===== src/rtl/kernel_conv_mac_pkg.sv =====
// rtl/kernel_conv_mac_pkg.sv - shared constants and state encoding for the convolution engine
package kernel_conv_mac_pkg;

    localparam int KERN_TAPS = 7;
    localparam int KERN_SUM  = 222;
    localparam int PIX_W     = 8;
    localparam int COEF_W    = 8;

    typedef enum logic [1:0] {
        ST_ACCEPT = 2'd0,
        ST_MAC    = 2'd1,
        ST_NORM   = 2'd2,
        ST_OUT    = 2'd3
    } state_t;

endpackage


===== src/rtl/kernel_conv_mac_if.sv =====
// rtl/kernel_conv_mac_if.sv - sample input, kernel ROM and result output signals of the engine
interface kernel_conv_mac_if;
    import kernel_conv_mac_pkg::*;

    logic              in_sof;
    logic              in_valid;
    logic [PIX_W-1:0]  in_data;
    logic              in_ready;
    logic [2:0]        kern_addr;
    logic [COEF_W-1:0] kern_data;
    logic              out_valid;
    logic [PIX_W-1:0]  out_data;
    logic              out_ready;

    modport slave (
        input  in_sof, in_valid, in_data, kern_data, out_ready,
        output in_ready, kern_addr, out_valid, out_data
    );

    modport master (
        output in_sof, in_valid, in_data, kern_data, out_ready,
        input  in_ready, kern_addr, out_valid, out_data
    );

endinterface


===== src/rtl/kernel_conv_mac_window.sv =====
// rtl/kernel_conv_mac_window.sv - 7-sample shift window with fill tracking and start-of-frame restart
module kernel_conv_mac_window
    import kernel_conv_mac_pkg::*;
(
    input  logic                            clk,
    input  logic                            rst,
    input  logic                            shift_en,
    input  logic                            sof,
    input  logic [PIX_W-1:0]                din,
    output logic [KERN_TAPS-1:0][PIX_W-1:0] win,
    output logic                            full_next
);

    logic [2:0] fill;
    logic [2:0] fill_nxt;

    // A start-of-frame beat counts as the first sample; stale entries stay in win but are not yet "full".
    always_comb begin
        fill_nxt = fill;
        if (shift_en) begin
            if (sof)
                fill_nxt = 3'd1;
            else if (fill != 3'(KERN_TAPS))
                fill_nxt = fill + 3'd1;
        end
    end

    assign full_next = (fill_nxt == 3'(KERN_TAPS));

    always_ff @(posedge clk or posedge rst) begin
        if (rst) begin
            fill <= '0;
            win  <= '0;
        end else begin
            fill <= fill_nxt;
            if (shift_en) begin
                for (int k = 0; k < KERN_TAPS - 1; k++)
                    win[k] <= win[k+1];
                win[KERN_TAPS-1] <= din;
            end
        end
    end

endmodule


===== src/rtl/kernel_conv_mac.sv =====
// rtl/kernel_conv_mac.sv - 7-tap convolution with decimation, serial MAC and kernel-sum normalisation
module kernel_conv_mac
    import kernel_conv_mac_pkg::*;
#(
    parameter int DECIM      = 2,
    parameter int ACC_W      = 17,
    parameter int NORM_MUL   = 295,
    parameter int NORM_SHIFT = 16
) (
    input  logic             clk,
    input  logic             rst,
    kernel_conv_mac_if.slave bus
);

    localparam int PH_W = (DECIM > 1) ? $clog2(DECIM) : 1;
    localparam int SC_W = ACC_W + 9;

    state_t                          state;
    state_t                          state_nxt;
    logic [2:0]                      cnt;
    logic [ACC_W-1:0]                acc;
    logic [PH_W-1:0]                 phase;
    logic                            out_valid_q;
    logic [PIX_W-1:0]                out_data_q;
    logic [KERN_TAPS-1:0][PIX_W-1:0] win;
    logic                            full_next;
    logic                            accept;
    logic                            trigger;
    logic                            handshake;
    logic [2:0]                      tap_idx;
    logic [PIX_W-1:0]                tap_pix;
    logic [PIX_W+COEF_W-1:0]         prod;
    logic [SC_W-1:0]                 scaled;
    logic [SC_W-1:0]                 shifted;
    logic [PIX_W-1:0]                norm_pix;

    kernel_conv_mac_window u_window (
        .clk       (clk),
        .rst       (rst),
        .shift_en  (accept),
        .sof       (bus.in_sof),
        .din       (bus.in_data),
        .win       (win),
        .full_next (full_next)
    );

    assign bus.in_ready  = (state == ST_ACCEPT) && !rst;
    assign accept        = bus.in_valid && bus.in_ready;
    assign trigger       = accept && full_next && (phase == '0);
    assign handshake     = out_valid_q && bus.out_ready;
    assign bus.kern_addr = (state == ST_MAC && cnt != 3'd7) ? cnt : 3'd0;
    assign bus.out_valid = out_valid_q;
    assign bus.out_data  = out_data_q;

    // ROM data lags the address by one cycle, so cycle c multiplies coefficient c-1 with tap c-1.
    always_comb begin
        tap_idx = cnt - 3'd1;
        tap_pix = '0;
        for (int k = 0; k < KERN_TAPS; k++)
            if (tap_idx == 3'(k))
                tap_pix = win[k];
    end

    assign prod     = bus.kern_data * tap_pix;
    assign scaled   = SC_W'(acc) * SC_W'(NORM_MUL) + (SC_W'(1) << (NORM_SHIFT - 1));
    assign shifted  = scaled >> NORM_SHIFT;
    assign norm_pix = (shifted > SC_W'(255)) ? '1 : shifted[PIX_W-1:0];

    always_comb begin
        state_nxt = state;
        unique case (state)
            ST_ACCEPT: if (trigger)          state_nxt = ST_MAC;
            ST_MAC:    if (cnt == 3'd7)      state_nxt = ST_NORM;
            ST_NORM:                         state_nxt = ST_OUT;
            ST_OUT:    if (handshake)        state_nxt = ST_ACCEPT;
            default:                         state_nxt = ST_ACCEPT;
        endcase
    end

    always_ff @(posedge clk or posedge rst) begin
        if (rst)
            state <= ST_ACCEPT;
        else
            state <= state_nxt;
    end

    always_ff @(posedge clk or posedge rst) begin
        if (rst) begin
            cnt         <= '0;
            acc         <= '0;
            phase       <= '0;
            out_valid_q <= 1'b0;
            out_data_q  <= '0;
        end else begin
            if (accept) begin
                if (bus.in_sof)
                    phase <= '0;
                else if (full_next)
                    phase <= (phase == PH_W'(DECIM - 1)) ? '0 : phase + 1'b1;
            end
            unique case (state)
                ST_ACCEPT: begin
                    if (trigger) begin
                        cnt <= '0;
                        acc <= '0;
                    end
                end
                ST_MAC: begin
                    cnt <= cnt + 3'd1;
                    if (cnt != 3'd0)
                        acc <= acc + ACC_W'(prod);
                end
                ST_NORM: out_data_q <= norm_pix;
                // valid rises one cycle into OUT and drops on the cycle after the handshake
                ST_OUT:  out_valid_q <= !handshake;
                default: ;
            endcase
        end
    end

endmodule

===== src/flat_wrapper.sv =====
// flat-port wrapper written by rule: the top's interface ports become plain ports
module kernel_conv_mac_flat import kernel_conv_mac_pkg::*;
#(
    parameter int DECIM      = 2,
    parameter int ACC_W      = 17,
    parameter int NORM_MUL   = 295,
    parameter int NORM_SHIFT = 16
)
  (clk, rst, bus_in_sof, bus_in_valid, bus_in_data, bus_kern_data, bus_out_ready, bus_in_ready, bus_kern_addr, bus_out_valid, bus_out_data);
  kernel_conv_mac_if bus_i ();
  input  logic clk;
  input  logic rst;
  input wire logic [$bits(bus_i.in_sof)-1:0] bus_in_sof;
  input wire logic [$bits(bus_i.in_valid)-1:0] bus_in_valid;
  input wire logic [$bits(bus_i.in_data)-1:0] bus_in_data;
  input wire logic [$bits(bus_i.kern_data)-1:0] bus_kern_data;
  input wire logic [$bits(bus_i.out_ready)-1:0] bus_out_ready;
  output wire logic [$bits(bus_i.in_ready)-1:0] bus_in_ready;
  output wire logic [$bits(bus_i.kern_addr)-1:0] bus_kern_addr;
  output wire logic [$bits(bus_i.out_valid)-1:0] bus_out_valid;
  output wire logic [$bits(bus_i.out_data)-1:0] bus_out_data;
  assign bus_i.in_sof = bus_in_sof;
  assign bus_i.in_valid = bus_in_valid;
  assign bus_i.in_data = bus_in_data;
  assign bus_i.kern_data = bus_kern_data;
  assign bus_i.out_ready = bus_out_ready;
  assign bus_in_ready = bus_i.in_ready;
  assign bus_kern_addr = bus_i.kern_addr;
  assign bus_out_valid = bus_i.out_valid;
  assign bus_out_data = bus_i.out_data;
  kernel_conv_mac #(.DECIM(DECIM), .ACC_W(ACC_W), .NORM_MUL(NORM_MUL), .NORM_SHIFT(NORM_SHIFT)) u_core (.clk(clk), .rst(rst), .bus(bus_i));
endmodule

===== config.mk =====
export PLATFORM = sky130hd
export DESIGN_NAME = kernel_conv_mac_flat
export DESIGN_NICKNAME = d
export VERILOG_FILES = /design/src/rtl/kernel_conv_mac_pkg.sv /design/src/rtl/kernel_conv_mac_if.sv /design/src/rtl/kernel_conv_mac_window.sv /design/src/rtl/kernel_conv_mac.sv /design/src/flat_wrapper.sv
export SDC_FILE = /design/constraint.sdc
export NUM_CORES = 1
export LEC_CHECK = 0
export CAP_MARGIN = 30
export CORE_ASPECT_RATIO = 0.6
export CORE_UTILIZATION = 28
export CTS_BUF_LIST = sky130_fd_sc_hd__clkbuf_16
export DETAILED_ROUTE_END_ITERATION = 12
export PLACE_DENSITY = 0.49
export SLEW_MARGIN = 20
export SYNTH_ARGS = -nofsm -noshare
export SYNTH_HDL_FRONTEND = slang
export SYNTH_HIERARCHICAL = 1
export SYNTH_SLANG_ARGS = --single-unit

===== constraint.sdc =====
create_clock -name clk -period 6.5 [get_ports clk]
set_clock_uncertainty 0.2 [all_clocks]
set_input_delay 1.3 -clock clk [delete_from_list [all_inputs] [get_ports clk]]
set_output_delay 1.3 -clock clk [all_outputs]
set_load 0.1 [all_outputs]

# After elaboration in Yosys (flattened, before gate mapping)

Cells that the tools add are included.

Input bits: 21
Output and inout bits: 13
Logic and storage cells: 82
Register bits: 91

Equality and inequality tests: 17
Bitwise operators: 1
Multiplexer cells: 24
Order comparisons: 1
Reductions and logical operators: 17
Multipliers: 2
Add/subtract/negate cells: 6

Operators with widths:

| cell                   | number |
|---|---|
| $mux 8                 | 8 |
| $mux 17                | 2 |
| $pmux 17 s2            | 1 |
| $add 26x16->26 const B | 1 |
| $mul 17x9->26 const B  | 1 |
| $add 17x16->17         | 1 |
| $mul 8x8->16           | 1 |
| $eq 3x3->1 const B     | 5 |
| $mux 3                 | 5 |
| $gt 10x8->1 const B    | 1 |
| $pmux 2 s4             | 1 |
| $add 3x1->3 const B    | 2 |
| $eq 3x2->1 const B     | 2 |
| $logic_and 1x1->1      | 6 |
| $mux 2                 | 3 |
| $ne 3x3->1 const B     | 2 |
| $pmux 3 s2             | 1 |
| $reduce_and 3->1       | 2 |
| $eq 2x2->1 const B     | 2 |
| $ne 2x1->1 const B     | 2 |
| $ne 2x2->1 const B     | 2 |
| $reduce_and 2->1       | 2 |
| $reduce_bool 2->1      | 2 |
| $eq 3x1->1 const B     | 1 |
| 9 further kinds        | 12 |

# Logic depth before layout (Yosys ltp)

Gate-level depths: netlist of run 1.

Word-level depth: 13
Depth in mapped cells: 27
Gate-level depth less buffers: 27

# Hierarchy

The synthesis of run 1 kept the hierarchy.

Modules (own cells, without submodules):

| module                 | area an instance (µm²) | cells an instance | times used | seq. area each (µm²) |
|---|---|---|---|---|
| kernel_conv_mac        | 7008.0                 | 785               | 1          | 800.8 |
| kernel_conv_mac_window | 2264.7                 | 138               | 1          | 1476.4 |

# Least setup slack after synthesis of run 1

OpenSTA, ideal clock, no wires.

Path kind: flip-flop to flip-flop
Start point: reg u_core.cnt[0]
End point: reg u_core.acc[16]
Library setup time: 127 ps
Buffers on the path: 0
Period minus slack after synthesis: 6358 ps
Required time: 6173 ps
Arrival time: 6031 ps
Stages on the path, launching flop included: 25
Path slack: 142 ps
Cell sequence: dfrtp_1 inv_1 ha_1 xnor2_2 nand2_1 a21oi_1 o22ai_1 a21oi_1 o21ai_1 or2_2 fa_1 fa_1 inv_1 fa_1 inv_1 fa_1 inv_1 ha_1 o2111a_1 a211oi_1 nor3_1 a2111oi_4 xnor2_1 a21oi_1 o22ai_1

Longest elaborated chain between the ends: 13
Elaborated cells on any way between the ends: 22
Those cells by class: add/sub: 2; mul: 1; eq/ne: 7; mux: 9; reduce/logical: 3

RTL lines:

| item                   | line                   | text |
|---|---|---|
| from (decl)            | kernel_conv_mac.sv:20  | `logic [2:0] cnt;` |
| from (signal assigned) | kernel_conv_mac.sv:109 | `cnt <= cnt + 3'd1;` |
| $sub 3x1->3            | kernel_conv_mac.sv:57  | `tap_idx = cnt - 3'd1;` |
| $logic_not 3->1        | kernel_conv_mac.sv:60  | `if (tap_idx == 3'(k))` |
| $mux 8 (7 in a row)    | kernel_conv_mac.sv:60  |  |
| $mul 8x8->16           | kernel_conv_mac.sv:64  | `assign prod = bus.kern_data * tap_pix;` |
| $add 17x16->17         | kernel_conv_mac.sv:111 | `acc <= acc + ACC_W'(prod);` |
| $mux 17                | kernel_conv_mac.sv:110 | `if (cnt != 3'd0)` |
| $pmux 17 s2            | kernel_conv_mac.sv:101 | `unique case (state)` |
| to (signal assigned)   | kernel_conv_mac.sv:111 |  |
| to (decl)              | kernel_conv_mac.sv:21  | `logic [ACC_W-1:0] acc;` |

Parallel ways exist; a longest one is shown, timed or not. The select of a mux whose other input is x is not followed.
A chain may end at the register's enable or synchronous reset.

# Worst setup path after layout of run 1

Start point: reg u_core.cnt[1]
End point: reg u_core.acc[16]

Same word-level chain as after synthesis.

==> metrics.yaml, run 1 <==
worst_setup_path:
  ff2ff_path_depth: 27
  worstPathMaxFanout: 5
  cp_data_arrival_time_ps: 6350
  r2r_end: "u_core/acc[16]"
  start_kind: "register"
  cp.required_ps: 6600
  rr_startpoint: "u_core/cnt[1]"
  rrSetupSlack_ps: 250
  path_class: "register to register"
  end_kind: "register"
sta:
  setup_ws_ps: 253
  finalMaxSlewViolations: 0
  setup_viol: 0
  period_minus_slack_ps: 6250
  max_clock_freq_ghz: 0.160
  worst_slew_pin_slew_ps: 981
  slew_headroom: 0.344
  final_hold_viol_count: 0
  finalCritPeriodShare: 0.961
global_routing:
  globalRouteOverflowTotal: 0
  grt_use_met1: 0.224
  grt_use_met3: 0.0358
  grt_pass1_vias: 6358
  grt_max_degree: 60
  grt.busiest_layer: "met1"
  track_usage: 0.135
  grtUsageMet2: 0.162
  antenna_found_initial: 1
  grt_pass1_wl_um: 35100
run_status:
  status: "completed"
synth:
  seq_area_frac_synth: 0.246
  ys.flop_type: "dfrtp_1"
  syn_avg_cell_area_um2: 10.0
  synth_edf_count: 0
  netlist_instances: 923
  synth_warnings: 6
  async_flop_share: 1.00
  synthesis.area_um2: 9270
  synth_cell_types: 59
  syn_nets: 1171
  ys_ff_latch: 91
floorplanning:
  dieArea_um2: 33900
  core_um2: 32500
  row_count: 51
  io_pins: 34
  fp.dieW_um: 237
  start_util: 0.285
  chipHeight_um: 143
layout:
  fillers: 3305
  final_cell_mix: "inv_1, ha_1, dfrtp_1"
  drive_gt1_frac: 0.205
  final_util: 0.345
  final_common_cell: "inv_1"
  area_growth_pct: 20.8
  fin_cells: 1466
  diodes: 0
  nNetsFinal: 1285
cts:
  tritoncts: "built"
  clk_latency_ps: 380
  holdBufCountCts: 0
  cts-buffers-inserted: 9
  cts_root_buf: "clkbuf_16"
  clkTransAtPathRegs_ps: 70
  htreeDepth: 3
  clockBufferDepth: 2
  clock_sinks: 91
placed_design:
  dp_hpwl_um: 17400
  io_buffer_count: 33
  dp.cells: 1442
  pre_cts_ws_ps: -135
  gp_congestion: 0.876
routing:
  wl_per_cell_um: 14.8
  vias_per_cell: 4.57
  drc: 0
  routed_wl_um: 21600
  drt_iter0_markers: 393
  antenna_left: 0
  vias: 6701
  drt_pre_antenna_iters: 5
min_path:
  holdPathEnd: "u_core/phase"
  holdPathStages: 2
  worstHoldPathType: "register to register"
  min_from: "u_core/phase"
flow_run:
  drv_cap: 0
[worst max path at each step]
stage                      from              to  slack [ps]  cells past startpoint
6_report          u_core/cnt[1]  u_core/acc[16]         250                     27
3_5_place_dp   bus_kern_data[0]  u_core/acc[16]        -130                     19
3_3_place_gp   bus_kern_data[0]  u_core/acc[16]         -80                     19
4_1_cts           u_core/cnt[1]  u_core/acc[16]          30                     27
5_1_grt           u_core/cnt[1]  u_core/acc[15]          -5                     28
2_1_floorplan     u_core/cnt[0]  u_core/acc[16]         140                     24
[timing repair]
action	4_1_cts	5_1_grt
hold endpoints to repair	0	0
setup endpoints to repair	3	5
pin swaps	1	15
gates resized for setup	8	35
setup buffers	2	4
gates cloned	0	2
[worst max-delay path, cell delays in order (launching register included)]
cell and delay, ps:
dfrtp_1 410, inv_2 100, ha_4 190, xor2_2 190, buf_6 150, nand3_1 70, o21ai_1 80, o22ai_1 110
a21oi_1 190, o21ai_2 100, buf_4 170, or2_2 290, fa_2 520, fa_1 550, inv_1 50, fa_1 520
inv_1 50, fa_1 520, inv_1 40, ha_1 300, o2111a_1 280, a211oi_2 230, buf_4 150, nor3_1 70
a2111oi_4 210, xnor2_1 180, a21oi_1 90, o22ai_1 140
[kinds of logic (layout without fill, tap and decap cells)]
kind of cell    count (synthesis)  after routing  synth area share
flops                          91             91             0.246
xor+xnor                       24             24            0.0243
simple gates                  187            187            0.0926
buf+inv                       187            306            0.0783
mux                            59             59            0.0719
compound gates                148            148             0.107
fa+ha+maj                     227            227             0.381
[cells in the mapped netlist (3+ instances only)]
cell type | count | share of area
nor2b_1 | 4 | 0.0027
o21ai_1 | 7 | 0.0038
mux2_2 | 58 | 0.070
nand3_1 | 21 | 0.011
fa_1 | 92 | 0.20
a21oi_1 | 57 | 0.031
ha_1 | 135 | 0.18
clkbuf_1 | 6 | 0.0024
or2_2 | 8 | 0.0054
o21bai_1 | 4 | 0.0032
dfrtp_1 | 91 | 0.25
a21o_1 | 9 | 0.0073
nor3_1 | 6 | 0.0032
buf_2 | 10 | 0.0054
xor2_1 | 5 | 0.0047
or3_1 | 3 | 0.0020
o21ai_0 | 19 | 0.010
nand2_1 | 45 | 0.018
and2_1 | 6 | 0.0040
nand3b_1 | 3 | 0.0024
o21a_1 | 3 | 0.0024
xnor2_1 | 17 | 0.016
a22o_1 | 15 | 0.014
a211oi_1 | 3 | 0.0024
inv_1 | 168 | 0.068
o22ai_1 | 10 | 0.0067
nor2_1 | 76 | 0.031
[routing by layer]
| metal | up-vias | wire [µm] |
|---|---|---|
| met4 | 0 | 194 |
| li1 | 3280 | - |
| met1 | 3272 | 12500 |
| met5 | - | 0 |
| met2 | 136 | 7750 |
| met3 | 13 | 1230 |
[final cells by class]
type	instances	area, µm²	area share
clock buffers	9	225	0.0201
clock inverters	7	93.8	0.00837
inverters	169	639	0.0571
multi-input cells	645	6410	0.572
flip-flops and latches	91	2280	0.203
well taps	424	531	0.0473
repair buffers	121	1030	0.0919
[through the flow]
step	setup TNS, ps	area, µm²	hold slack [ps]
3_5_place_dp	-271	10700	274
3_3_place_gp	-101	10700	256
5_1_grt	-4.53	11200	312
2_1_floorplan	0	9270	241
4_1_cts	0	11000	293
6_report	0	11200	288
[flip-flops by register name (all words and copies together) (netlist names)]
name and flops:
u_core/acc 17, u_core/cnt 3, u_core/phase 1, u_core/state 2, u_core/bus.out_data 8, u_core/u_window/fill 3
u_core/bus.out_valid 1, u_core/u_window/win 56
Power of run 1 is not shown: default switching activity piles up to over one toggle a cycle in this logic, so the estimate is an artifact.
==> run 2, diff against run 1 <==
ABC_AREA = 1   (was not set)
PLACE_DENSITY = 0.48   (was 0.49)
clock period = 6.2 ns   (was 6.5 ns; I/O delays follow)
==> run 2 against run 1 <==
Worst setup slack improved by 180 ps; largest cell class unchanged; clock-buffer cell count unchanged; first-iteration DRC count decreased by 5.3%; critical endpoint is now u_core/acc[15]; sequential cell count stayed put; worst hold slack about the same; via count rose by 24%.
==> metrics.yaml, run 2 <==
worst_setup_path:
  rrSetupSlack_ps: 430
  rr_startpoint: "u_core/cnt[0]"
  ff2ff_path_depth: 29
  worstPathMaxFanout: 10
  end_kind: "register"
  crit_top_cell: "nand2_1"
  worst-path-buf-inv: 5
  path_class: "register to register"
  start_kind: "register"
  critPathSlowestCell: "fa_1"
  slowest_delay_ps: 540
  cp_top_family: "adder cells"
  cp.required_ps: 6240
  cp_data_arrival_time_ps: 5810
  r2r_end: "u_core/acc[15]"
synth:
  syn_nets: 1586
  synthSimpleGateAreaFrac: 0.248
  synth_top_family_by_area: "adder cells"
  synth_edf_count: 0
  synth_commonest_cells: "nand2_1, inv_1, ha_1, fa_1"
  syn_avg_cell_area_um2: 7.61
  ys.flop_type: "dfrtp_1"
  synth_area_leaders: "dfrtp_1, fa_1, ha_1, nand2_1, inv_1"
  synth_warnings: 6
  synth.most_common_cell: "nand2_1"
  synthesis.area_um2: 10200
  netlist_instances: 1338
  synth-adder-area-share: 0.347
  synth_compound_area_frac: 0.0600
  synth_cell_types: 42
  synth_xor_area_frac: 0.00430
  yosys.area.top_type: "dfrtp_1"
  seq_area_frac_synth: 0.224
  synthMuxAreaShare: 0
  async_flop_share: 1.00
  ys_ff_latch: 91
  synth_top_area_share: 0.224
sta:
  rsz0062_at_grt: "no"
  finalSetupTns_ps: 0
  max_clock_freq_ghz: 0.173
  period_minus_slack_ps: 5770
  slew_headroom: 0.347
  finalCritPeriodShare: 0.930
  finalMaxSlewViolations: 0
  holdWs_ps: 288
  setup_viol: 0
  final_hold_viol_count: 0
  setup_ws_ps: 434
  worst_slew_pin_slew_ps: 976
min_path:
  worstHoldPathType: "register to register"
  holdPathEnd: "u_core/u_window/win[4]"
  min_from: "u_core/u_window/win[4]"
  holdPathStages: 2
placed_design:
  dp_hpwl_um: 21400
  placed_cell_area_um2: 11000
  pre_cts_ws_ps: 142
  gp_congestion: 0.909
  io_buffer_count: 33
  dp.cells: 1821
global_routing:
  grt_max_degree: 60
  globalRouteOverflowTotal: 0
  track_usage: 0.148
  grt_pass1_wl_um: 41800
  grt_pass1_vias: 7754
  antenna_found_initial: 1
routing:
  antenna_left: 0
  wl_per_cell_um: 14.0
  drc: 0
  routed_wl_um: 25700
  drt_pre_antenna_iters: 5
  vias: 8285
  drt_iter0_markers: 372
  vias_per_cell: 4.50
floorplanning:
  chipHeight_um: 150
  core_um2: 35400
  start_util: 0.288
  fp.dieW_um: 248
  row_count: 53
  dieArea_um2: 37200
  io_pins: 34
cts:
  htreeDepth: 3
  cts-buffers-inserted: 9
  clkTransAtPathRegs_ps: 80
  clockBufferDepth: 2
  cts_root_buf: "clkbuf_16"
  clock_sinks: 91
  tritoncts: "built"
  clk_latency_ps: 380
layout:
  fin_area_um2: 11400
  drive_gt1_frac: 0.0510
  fin_cells: 1840
  final_cell_mix: "nand2_1, inv_1, ha_1"
  largest_register_ff_count: 56
  top_register: "u_core/u_window/win"
  diodes: 0
  area_growth_pct: 11.5
  nNetsFinal: 1616
  final_common_cell: "nand2_1"
pwr:
  ir_worst_vdd_uv: 292
  p_leak_nw: 6.42
  power_density_nw_per_um2: 514
flow_run:
  drv_cap: 0
run_status:
  status: "completed"
-- run 2: changes by cell type after synthesis, moves of 7 or more --
cell     delta
o21ai_0    +24
a22o_1     -15
a21oi_1    -12
nand4_1     +9
mux2_2     -58
xnor2_1    -13
nand2_1   +360
nand2_2     +7
a21o_1      -8
nor2_1     +15
buf_6       +7
nand3_1    +50
inv_1      +99
o22ai_1     -8
-- run 2: how the worst max path moves through the flow --
| stage | slack, ps | to | from | cells past startpoint |
|---|---|---|---|---|
| 6_report | 430 | u_core/acc[15] | u_core/cnt[0] | 29 |
| 3_5_place_dp | 140 | u_core/acc[10] | bus_kern_data[1] | 16 |
| 4_1_cts | 120 | u_core/acc[10] | u_core/cnt[0] | 25 |
| 5_1_grt | 30 | u_core/acc[15] | u_core/cnt[0] | 31 |
| 2_1_floorplan | 860 | u_core/acc[15] | u_core/cnt[0] | 26 |
| 3_3_place_gp | 230 | u_core/acc[10] | bus_kern_data[1] | 16 |
-- run 2: cell families (layout without fill, tap and decap cells) --
kind of cell    count (synthesis)  in the layout
compound gates                107            107
xor+xnor                        5              5
fa+ha+maj                     227            227
buf+inv                       295            330
flops                          91             91
simple gates                  613            613
-- run 2: area by class of cell --
class / count / area, µm²
fill: 3861 / 24100
multi-input combinational: 952 / 6760
sequential: 91 / 2280
inverter: 272 / 1030
tap: 467 / 584
timing repair buffer: 42 / 398
clock buffer: 9 / 225
clock inverter: 7 / 83.8
-- run 2: what timing repair did --
action / 4_1_cts / 5_1_grt
endpoints found under the setup margin: 0 / 8
hold buffers: 0 / 0
resized for setup: 0 / 17
buffers inserted: 0 / 3
-- run 2: stage by stage --
step,total power [mW],utilization
detailed placement,5.22,0.310
finish,5.84,0.321
global placement,5.21,0.310
global route,6.61,0.321
CTS,5.88,0.319
floorplan,4.26,-
-- run 2: worst reg2reg max path: cells and delay by family, from the launching register on --
| family | cells | cell delay, ps |
|---|---|---|
| compound gates | 4 | 470 |
| fa+ha+maj | 6 | 2670 |
| buf+inv | 5 | 340 |
| flops | 1 | 410 |
| simple gates | 14 | 1530 |
-- run 2: per-layer routing --
layer / wire length [µm] / track usage / up-vias
met5: 0 / 0 / -
met4: 220 / 0.0329 / 0
li1: - / - / 4158
met2: 9660 / 0.187 / 160
met1: 14200 / 0.241 / 3955
met3: 1620 / 0.0343 / 12
-- run 2: power breakdown --
| group | internal (mW) | total (mW) | switching (mW) |
|---|---|---|---|
| Sequential | 0.815 | 1.07 | 0.250 |
| Combinational | 1.46 | 4.19 | 2.72 |
| Clock | 0.290 | 0.586 | 0.295 |
| Total | 2.57 | 5.84 | 3.27 |
No activity file was read; power rests on OpenSTA's default activity.
